==> src/rtl/rob_commit_unit_pkg.sv <==
// Shared definitions for the reorder buffer: geometry, CDB lane layout and record types.
package rob_commit_unit_pkg;
   localparam int DEPTH  = 16;
   localparam int TAG_W  = 4;
   localparam int DATA_W = 16;
   localparam int REG_W  = 4;

   localparam int CDB_LANE_W  = 21;
   localparam int CDB_VALID   = 20;
   localparam int CDB_TAG_HI  = 19;
   localparam int CDB_TAG_LO  = 16;
   localparam int CDB_DATA_HI = 15;

   localparam logic [TAG_W-1:0] TAG_ONE   = TAG_W'(1'b1);
   localparam logic [TAG_W:0]   CNT_FULL  = (TAG_W+1)'(DEPTH);
   localparam logic [TAG_W:0]   ALLOC_MAX = (TAG_W+1)'(DEPTH - 2);

   typedef struct packed {
      logic              valid;
      logic              done;
      logic              wr;
      logic [REG_W-1:0]  areg;
      logic [DATA_W-1:0] data;
   } rob_entry_t;

   typedef struct packed {
      logic              valid;
      logic              wr;
      logic [TAG_W-1:0]  tag;
      logic [REG_W-1:0]  areg;
      logic [DATA_W-1:0] data;
   } commit_t;

   localparam rob_entry_t ENTRY_RESET  = '0;
   localparam commit_t    COMMIT_RESET = '0;
endpackage

==> src/rtl/rob_commit_unit_cdb_lane_decode.sv <==
// Turns one CDB lane into a one-hot entry write-enable; an optional masking tag
// lets the higher-priority lane suppress this one when both name the same entry.
module cdb_lane_decode
   import rob_commit_unit_pkg::*;
(
   input  logic [CDB_LANE_W-1:0] lane,
   input  logic                  mask_en,
   input  logic [TAG_W-1:0]      mask_tag,
   output logic [DEPTH-1:0]      we,
   output logic [DATA_W-1:0]     data
);
   logic [TAG_W-1:0] tag_s;

   assign tag_s = lane[CDB_TAG_HI:CDB_TAG_LO];
   assign data  = lane[CDB_DATA_HI:0];

   // One-hot decode of the lane tag, dropped when the other lane owns this entry
   always_comb begin
      we = '0;
      if (lane[CDB_VALID] && !(mask_en && (mask_tag == tag_s))) begin
         we[tag_s] = 1'b1;
      end else begin
         we = '0;
      end
   end
endmodule

==> src/rtl/rob_commit_unit.sv <==
// Reorder buffer: in-order dual allocation, CDB result capture by tag,
// and in-order dual retirement with registered commit outputs.
module rob_commit_unit
   import rob_commit_unit_pkg::*;
(
   input  logic                    clk,
   input  logic                    rst,
   input  logic                    alloc_req1,
   input  logic                    alloc_req2,
   input  logic [REG_W-1:0]        alloc_reg1,
   input  logic [REG_W-1:0]        alloc_reg2,
   input  logic                    alloc_wr1,
   input  logic                    alloc_wr2,
   output logic [TAG_W-1:0]        alloc_tag1,
   output logic [TAG_W-1:0]        alloc_tag2,
   output logic                    alloc_ok,
   input  logic [2*CDB_LANE_W-1:0] cdb_data,
   input  logic                    flush,
   output logic                    commit1_valid,
   output logic                    commit2_valid,
   output logic [REG_W-1:0]        commit1_reg,
   output logic [REG_W-1:0]        commit2_reg,
   output logic                    commit1_wr,
   output logic                    commit2_wr,
   output logic [DATA_W-1:0]       commit1_data,
   output logic [DATA_W-1:0]       commit2_data,
   output logic [TAG_W-1:0]        commit1_tag,
   output logic [TAG_W-1:0]        commit2_tag,
   output logic [TAG_W:0]          count,
   output logic                    empty,
   output logic                    full
);
   rob_entry_t        ent_q [DEPTH];
   rob_entry_t        ent_d [DEPTH];
   commit_t           cm1_q, cm1_d, cm2_q, cm2_d;
   logic [TAG_W-1:0]  head_q, head_d, tail_q, tail_d, head1_s;
   logic [TAG_W:0]    count_q, count_d;
   logic [DEPTH-1:0]  we0_s, we1_s;
   logic [DATA_W-1:0] lane0_data_s, lane1_data_s;
   logic              ret1_s, ret2_s, do1_s, do2_s;
   logic [1:0]        alloc_n_s, ret_n_s;

   cdb_lane_decode u_lane0 (
      .lane     (cdb_data[CDB_LANE_W-1:0]),
      .mask_en  (1'b0),
      .mask_tag ({TAG_W{1'b0}}),
      .we       (we0_s),
      .data     (lane0_data_s)
   );

   cdb_lane_decode u_lane1 (
      .lane     (cdb_data[2*CDB_LANE_W-1:CDB_LANE_W]),
      .mask_en  (cdb_data[CDB_VALID]),
      .mask_tag (cdb_data[CDB_TAG_HI:CDB_TAG_LO]),
      .we       (we1_s),
      .data     (lane1_data_s)
   );

   assign alloc_ok   = (count_q <= ALLOC_MAX);
   assign alloc_tag1 = tail_q;
   assign alloc_tag2 = tail_q + TAG_ONE;
   assign count      = count_q;
   assign empty      = (count_q == {(TAG_W+1){1'b0}});
   assign full       = (count_q == CNT_FULL);

   assign commit1_valid = cm1_q.valid;
   assign commit1_wr    = cm1_q.wr;
   assign commit1_tag   = cm1_q.tag;
   assign commit1_reg   = cm1_q.areg;
   assign commit1_data  = cm1_q.data;
   assign commit2_valid = cm2_q.valid;
   assign commit2_wr    = cm2_q.wr;
   assign commit2_tag   = cm2_q.tag;
   assign commit2_reg   = cm2_q.areg;
   assign commit2_data  = cm2_q.data;

   // Retire and allocate decisions; the second slot depends on the first
   always_comb begin
      head1_s   = head_q + TAG_ONE;
      ret1_s    = ent_q[head_q].valid & ent_q[head_q].done;
      ret2_s    = ret1_s & ent_q[head1_s].valid & ent_q[head1_s].done;
      do1_s     = alloc_ok & alloc_req1;
      do2_s     = do1_s & alloc_req2;
      alloc_n_s = {do2_s, do1_s & ~do2_s};
      ret_n_s   = {ret2_s, ret1_s & ~ret2_s};
   end

   // Next state of entries, pointers and commit registers; flush overrides everything
   always_comb begin
      for (int i = 0; i < DEPTH; i++) begin
         ent_d[i] = ent_q[i];
         if (flush) begin
            ent_d[i] = ENTRY_RESET;
         end else if ((ret1_s && (TAG_W'(i) == head_q)) || (ret2_s && (TAG_W'(i) == head1_s))) begin
            ent_d[i] = ENTRY_RESET;
         end else if (do1_s && (TAG_W'(i) == tail_q)) begin
            ent_d[i] = '{valid: 1'b1, done: 1'b0, wr: alloc_wr1, areg: alloc_reg1, data: {DATA_W{1'b0}}};
         end else if (do2_s && (TAG_W'(i) == alloc_tag2)) begin
            ent_d[i] = '{valid: 1'b1, done: 1'b0, wr: alloc_wr2, areg: alloc_reg2, data: {DATA_W{1'b0}}};
         end else if (ent_q[i].valid && !ent_q[i].done && we0_s[i]) begin
            ent_d[i].done = 1'b1;
            ent_d[i].data = lane0_data_s;
         end else if (ent_q[i].valid && !ent_q[i].done && we1_s[i]) begin
            ent_d[i].done = 1'b1;
            ent_d[i].data = lane1_data_s;
         end else begin
            ent_d[i] = ent_q[i];
         end
      end

      cm1_d       = cm1_q;
      cm1_d.valid = 1'b0;
      cm2_d       = cm2_q;
      cm2_d.valid = 1'b0;
      if (flush) begin
         head_d  = '0;
         tail_d  = '0;
         count_d = '0;
      end else begin
         head_d  = head_q + TAG_W'(ret_n_s);
         tail_d  = tail_q + TAG_W'(alloc_n_s);
         count_d = count_q + (TAG_W+1)'(alloc_n_s) - (TAG_W+1)'(ret_n_s);
         if (ret1_s) begin
            cm1_d = '{valid: 1'b1, wr: ent_q[head_q].wr, tag: head_q,
                      areg: ent_q[head_q].areg, data: ent_q[head_q].data};
         end else begin
            cm1_d.valid = 1'b0;
         end
         if (ret2_s) begin
            cm2_d = '{valid: 1'b1, wr: ent_q[head1_s].wr, tag: head1_s,
                      areg: ent_q[head1_s].areg, data: ent_q[head1_s].data};
         end else begin
            cm2_d.valid = 1'b0;
         end
      end
   end

   // State registers
   always_ff @(posedge clk or posedge rst) begin
      if (rst) begin
         for (int i = 0; i < DEPTH; i++) begin
            ent_q[i] <= ENTRY_RESET;
         end
         head_q  <= '0;
         tail_q  <= '0;
         count_q <= '0;
         cm1_q   <= COMMIT_RESET;
         cm2_q   <= COMMIT_RESET;
      end else begin
         for (int i = 0; i < DEPTH; i++) begin
            ent_q[i] <= ent_d[i];
         end
         head_q  <= head_d;
         tail_q  <= tail_d;
         count_q <= count_d;
         cm1_q   <= cm1_d;
         cm2_q   <= cm2_d;
      end
   end
endmodule

==> config.mk <==
export PLATFORM = sky130hd
export DESIGN_NAME = rob_commit_unit
export DESIGN_NICKNAME = d
export VERILOG_FILES = /design/src/rtl/rob_commit_unit_pkg.sv /design/src/rtl/rob_commit_unit_cdb_lane_decode.sv /design/src/rtl/rob_commit_unit.sv
export SDC_FILE = /design/constraint.sdc
export NUM_CORES = 2
export LEC_CHECK = 0
export ABC_AREA = 1
export BUFFER_PORTS_ARGS = -buffer_cell sky130_fd_sc_hd__buf_4
export CAP_MARGIN = 0
export CORE_UTILIZATION = 40
export DETAILED_ROUTE_END_ITERATION = 10
export GPL_TIMING_DRIVEN = 0
export HOLD_SLACK_MARGIN = 0.05
export PLACE_DENSITY = 0.58
export SLEW_MARGIN = 20
export SYNTH_ARGS = -nofsm -noshare
export SYNTH_HDL_FRONTEND = slang
export SYNTH_SLANG_ARGS = --single-unit
==> constraint.sdc <==
create_clock -name clk -period 15.5 [get_ports clk]
set_input_delay 1.55 -clock clk [delete_from_list [all_inputs] [get_ports clk]]
set_output_delay 1.55 -clock clk [all_outputs]
set_load 0.01 [all_outputs]
# == Word level (Yosys, flattened, before mapping) ==
# Cells that the tools add are included.
# op_classes
n_lt_le_gt_ge,7
n_reduce_logical,188
n_mux,149
n_shift,0
n_bitwise,12
n_addsub,6
n_div,0
n_eq_ne,62
mul,0
# ops
cell,count
$mux 23,68
$mux 16,34
$bmux 23 s4,2
$eq 4x4->1 const A,32
$logic_and 1x1->1,116
$reduce_bool 6->1,16
$eq 3x4->1 const A,16
$reduce_bool 4->1,16
$mux 26,2
$mux 25,2
$mux 1,36
$eq 2x4->1 const A,8
$logic_not 1->1,17
$eq 1x4->1 const A,4
$logic_not 4->1,4
$logic_or 1x1->1,16
$ge 5x5->1 const B,2
$lt 4x5->1 const B,2
$not 4->5,2
$add 4x1->4 const B,2
$add 4x2->4,2
$demux 1 s4,2
$ge 4x1->1 const B,2
$mux 4,2
other kinds (10),19
# totals
word_cells,517
ram_bits,0
out_inout_bits,68
mem_bits_ro,0
input_bits,57
memories,0
latchBits,0
ff_bits,433

# == Depth between registers and ports, before layout ==
# depth
depth_word,12
depth_mapped,29
mapped_depth_nobuf,23

# == Cells and area by module ==
# From an unflattened synthesis, not the netlist that was laid out.
# unflattened
cells_unflattened,4499
area_unflattened_um2,29758.5
# by_module_without_submodules
module,seq_area_each_um2,area_each_um2,instances,cells_each
rob_commit_unit,10835.4,28925.2,1,4341
cdb_lane_decode,0.0,416.6,2,79

# == Least setup slack after synthesis ==
# Ideal clock, no wire load.
# synth_path
kind,reg-to-reg
startpoint,reg head_q[0]
endpoint,reg count_q[4] (netlist: count[4])
arrival_ps,4234
path_buffers,7
t_required_ps,15369
slack_ps,11135
path_stages_with_launch,30
period_less_slack_ps,4365
setup_ps,131
path_cell_list,dfrtp_1 inv_2 buf_6 buf_6 clkbuf_1 clkbuf_1 clkbuf_1 ha_1 buf_2 nand3_1 nand3_1 nand2_1 nand2_1 nand2_2 nor2_8 buf_6 nor2_1 inv_1 nor2_1 inv_1 nand2_1 ha_1 inv_1 fa_1 inv_1 a21oi_1 nor2_1 nor2_1 xor2_1 nor2_1
# synth_between
elab_chain_cells,11
elab_cells_between_ends,16
cone_classes,add/sub: 2; mux: 7; bitwise: 7
# synth_lines
element,line,text
from (decl),rob_commit_unit.sv:36,"logic [TAG_W-1:0] head_q, head_d, tail_q, tail_d, head1_s;"
from (signal assigned),rob_commit_unit.sv:144,head_q <= '0;
from (signal assigned),rob_commit_unit.sv:153,head_q <= head_d;
$add 4x1->4 (*),rob_commit_unit.sv:79,head1_s = head_q + TAG_ONE;
via head1_s[0],rob_commit_unit.sv:36,
$not 4->5 (implied by the code) (*),rob_commit_unit.sv:81,ret2_s = ret1_s & ent_q[head1_s].valid & ent_q[head1_s].done;
$bmux 23 s4 (*),rob_commit_unit.sv:81,
$mux 23 (*) (2 in a row),n/a,
$and 1x1->1,rob_commit_unit.sv:81,
$and 1x1->1 (*),rob_commit_unit.sv:81,
$not 1->1,rob_commit_unit.sv:85,"ret_n_s = {ret2_s, ret1_s & ~ret2_s};"
$and 1x1->1,rob_commit_unit.sv:85,
$sub 5x2->5 (*),rob_commit_unit.sv:122,count_d = count_q + (TAG_W+1)'(alloc_n_s) - (TAG_W+1)'(ret_n_s);
$mux 5 (*),rob_commit_unit.sv:115,if (flush) begin
via count_d[4],rob_commit_unit.sv:37,"logic [TAG_W:0] count_q, count_d;"
to (signal assigned),rob_commit_unit.sv:155,count_q <= count_d;
to (decl),rob_commit_unit.sv:37,
# Mark *: on every way through the listed nets, which the timed path passes. The rest lies on a longest branch. The select of a mux whose other input is x is not followed.
# A chain may end at the register's enable or synchronous reset.

# == Worst setup path in the final report ==
# Same ends and word-level chain as after synthesis.

==> reports/qor.yml <==
hold_viol: 0
multi_input_area_um2: 15500
place_ws_ns: 8.66
avgSynthCellArea_um2: 6.61
reg2reg_from: "head_q[0]"
via_per_inst: 5.93
syn_area_um2: 28800
reg2reg_depth: 23
ioPinCount: 125
overflow: 0
async_flop_share_pct: 100
drive_gt1_share_pct: 7.61
critPathRequiredTime_ns: 15.98
slowest_stage: "clkbuf_1"
p_total_mw: 2.86
status: "complete, no violations"
crit_type: "flip-flop to flip-flop"
drt_iter0_drc: 4686
hold_class: "flip-flop to flip-flop"
post-route-period-util_pct: 46.8
power_density_nw_per_um2: 87.3
setup_viol: 0
crit_buf_inv: 9
worstHoldStart: "ent_q[167]"
critPathArrivalTime_ns: 7.74
slew_headroom_pct: 12.3
grt_pass1_wl_um: 215000
min_delay_path_depth: 2
ys_ff_latch: 433
dr.pass1.iters: 8
syn2layout_area_growth_pct: 13.9
row_count: 98
clkSlewWorstSetupHoldPaths_ns: 0.06
synth-edff-count: 0
top_register: "ent_q"
finalClockSkew_ns: 0.0438
path_max_fanout: 11
core_um2: 71400
nFillCells: 7662
grt.total_usage_pct: 40.8
synthTopCellsByCount: "nand2_1 (1429), o21ai_0 (922), dfrtp_1 (433)"
yosysTopAreaCell: "dfrtp_1"
reg2reg_setup_slack_ns: 8.24
hold_buffers: 0
syn_inst: 4358
p_leak_nw: 16.1
rsz0062_at_grt: "no"
yosys-top-cells-area: "dfrtp_1 (38%), nand2_1 (19%), o21ai_0 (16%)"
tightest_slew_ns: 1.31
cts_root_buf: "clkbuf_16"
cpMostUsedCell: "nor2_1"
hold_end: "ent_q[167]"
fin_nets: 4609
wl_per_cell_um: 27.5
cts_tree: "yes"
routed_wl_um: 152000
clockBufferDepth: 3
drcViolationCount: 0
gp_congestion: 1.05
finalCriticalPeriod_ns: 7.26
tns_ns: 0
ys.warnings.count: 0
start_kind: "flip-flop"
place.detailed.hpwl_um: 118000
end_kind: "flip-flop"
cap_violations: 0
ys.flop_type: "dfrtp_1"
die_h_um: 270
placed_cell_area_um2: 30900
start_util_pct: 40.4
ys_seq_area_share_pct: 37.6
io_buffers: 108
yosys.cell_types.count: 38
cpPeakStageDelay_ns: 0.88
fmax_ghz: 0.138
yosysMostFrequentCell: "nand2_1"
crit_chain: "inv_2, buf_6, buf_6, clkbuf_1, clkbuf_1, clkbuf_1, ha_1, clkinv_1, clkbuf_1, nand4_1, nand2_1, nor2_1, nor2_1, nand2_1, nor2_1, fa_1, fa_1, inv_1, a21oi_1, nor2_1, nor2_1, xor2_1, nor2_1"
htree_levels: 2
crit_family: "buffers and inverters"
die_area_um2: 73100
final-max-slew-violation-count: 0
numCtsBuffers: 54
final_core_util_pct: 46.0
largest_reg_flops: 368
die_width_um: 270
clock-sinks: 433
r2r-end: "count[4]"
grt_max_degree: 100
cts_setup_buffers: 0
grt_pass1_vias: 29400
dr_total_vias: 32800
synth_nets: 4439
synth_top_area_share_pct: 37.6
fin_area_um2: 32800
clk_latency_ns: 0.66
finalWorstSetupSlack_ns: 8.24
grt_antenna_before_repair: 6
ir_drop_uv: 93.2
cts.repair.resized: 0
antenna_left: 0
seq_area_um2: 10800
[kinds of logic (layout without fill, tap and decap cells)]
group | after synthesis | count (layout) | synth area share, %
and+or+nand+nor | 2049 | 2049 | 30.5
DFF | 433 | 433 | 37.6
adders and majority gates | 24 | 24 | 1.15
xor gates and xnor gates | 7 | 7 | 0.304
buffers and inverters | 613 | 829 | 8.63
AOI/OAI and AO/OA | 1232 | 1232 | 21.8
other | 0 | 4 | 0
[per-layer routing]
layer / vias up / track usage, % / wire, µm
met5: - / 1.12 / 108
met4: 2 / 12.9 / 5490
met3: 347 / 16.2 / 23000
met2: 2272 / 55.8 / 59500
met1: 15500 / 58.1 / 63900
li1: 14700 / - / -
[layout by cell type, fill, tap and decap left out, drive strengths merged]
master	synthesis	routed
clkinvlp	0	8
o211a	1	1
nor3	17	17
o22ai	6	6
bufinv	0	4
clkbuf	196	273
a22o	6	6
clkinv	2	15
o21ai	923	923
a211oi	3	3
inv	298	298
nand2	1437	1437
nand3	110	110
ha	20	20
xor2	2	2
xnor2	5	5
a221oi	4	4
and2	1	1
nor2	342	342
a21oi	264	264
dfrtp	433	433
o21a	4	4
nand4	142	142
o211ai	21	21
diode	0	4
buf	117	231
fa	4	4
[power breakdown]
group	leakage, nW	switching (mW)	total [mW]	internal [mW]
logic	9.16	0.252	0.355	0.103
registers	6.03	0.0188	1.17	1.15
clock network	0.891	0.565	1.34	0.778
[stage by stage]
step,instances,hold WS [ns]
2_1_floorplan,4358,0.442
3_5_place_dp,5422,0.458
3_3_place_gp,5416,0.454
5_1_grt,5524,0.488
4_1_cts,5524,0.473
6_report,5528,0.471
[area by class of cell]
type | count | share of cell area, %
plain buffers | 313 | 4.14
clock buffers | 77 | 4.81
diodes | 4 | 0.0305
flip-flops and latches | 433 | 33.0
repair buffers | 114 | 2.86
multi-input cells | 3312 | 47.2
well taps | 950 | 3.62
inverters | 300 | 3.46
clock inverters | 25 | 0.850
[worst reg2reg max path, stage by stage (launching register included)]
cell      delay [ns]
dfrtp_1         0.65
inv_2           0.27
buf_6           0.17
buf_6           0.18
clkbuf_1        0.33
clkbuf_1        0.71
clkbuf_1        0.88
ha_1            0.49
clkinv_1        0.23
clkbuf_1        0.74
nand4_1         0.17
nand2_1         0.24
nor2_1          0.07
nor2_1          0.09
nand2_1         0.12
nor2_1          0.37
fa_1            0.53
fa_1            0.39
inv_1           0.10
a21oi_1         0.07
nor2_1          0.09
nor2_1          0.06
xor2_1          0.12
nor2_1          0.05
[worst max path at each step]
stage	to	start	slack [ns]	cells past startpoint
2_1_floorplan	alloc_tag1[0]	rst	1.89	1
3_3_place_gp	ent_q[68]	rst	-4.10	2
3_5_place_dp	count[4]	head_q[0]	8.66	23
4_1_cts	count[4]	head_q[0]	8.64	23
5_1_grt	count[4]	head_q[0]	8.20	23
6_report	count[4]	head_q[0]	8.24	23
Note: power is estimated with default switching activity, not from simulation.
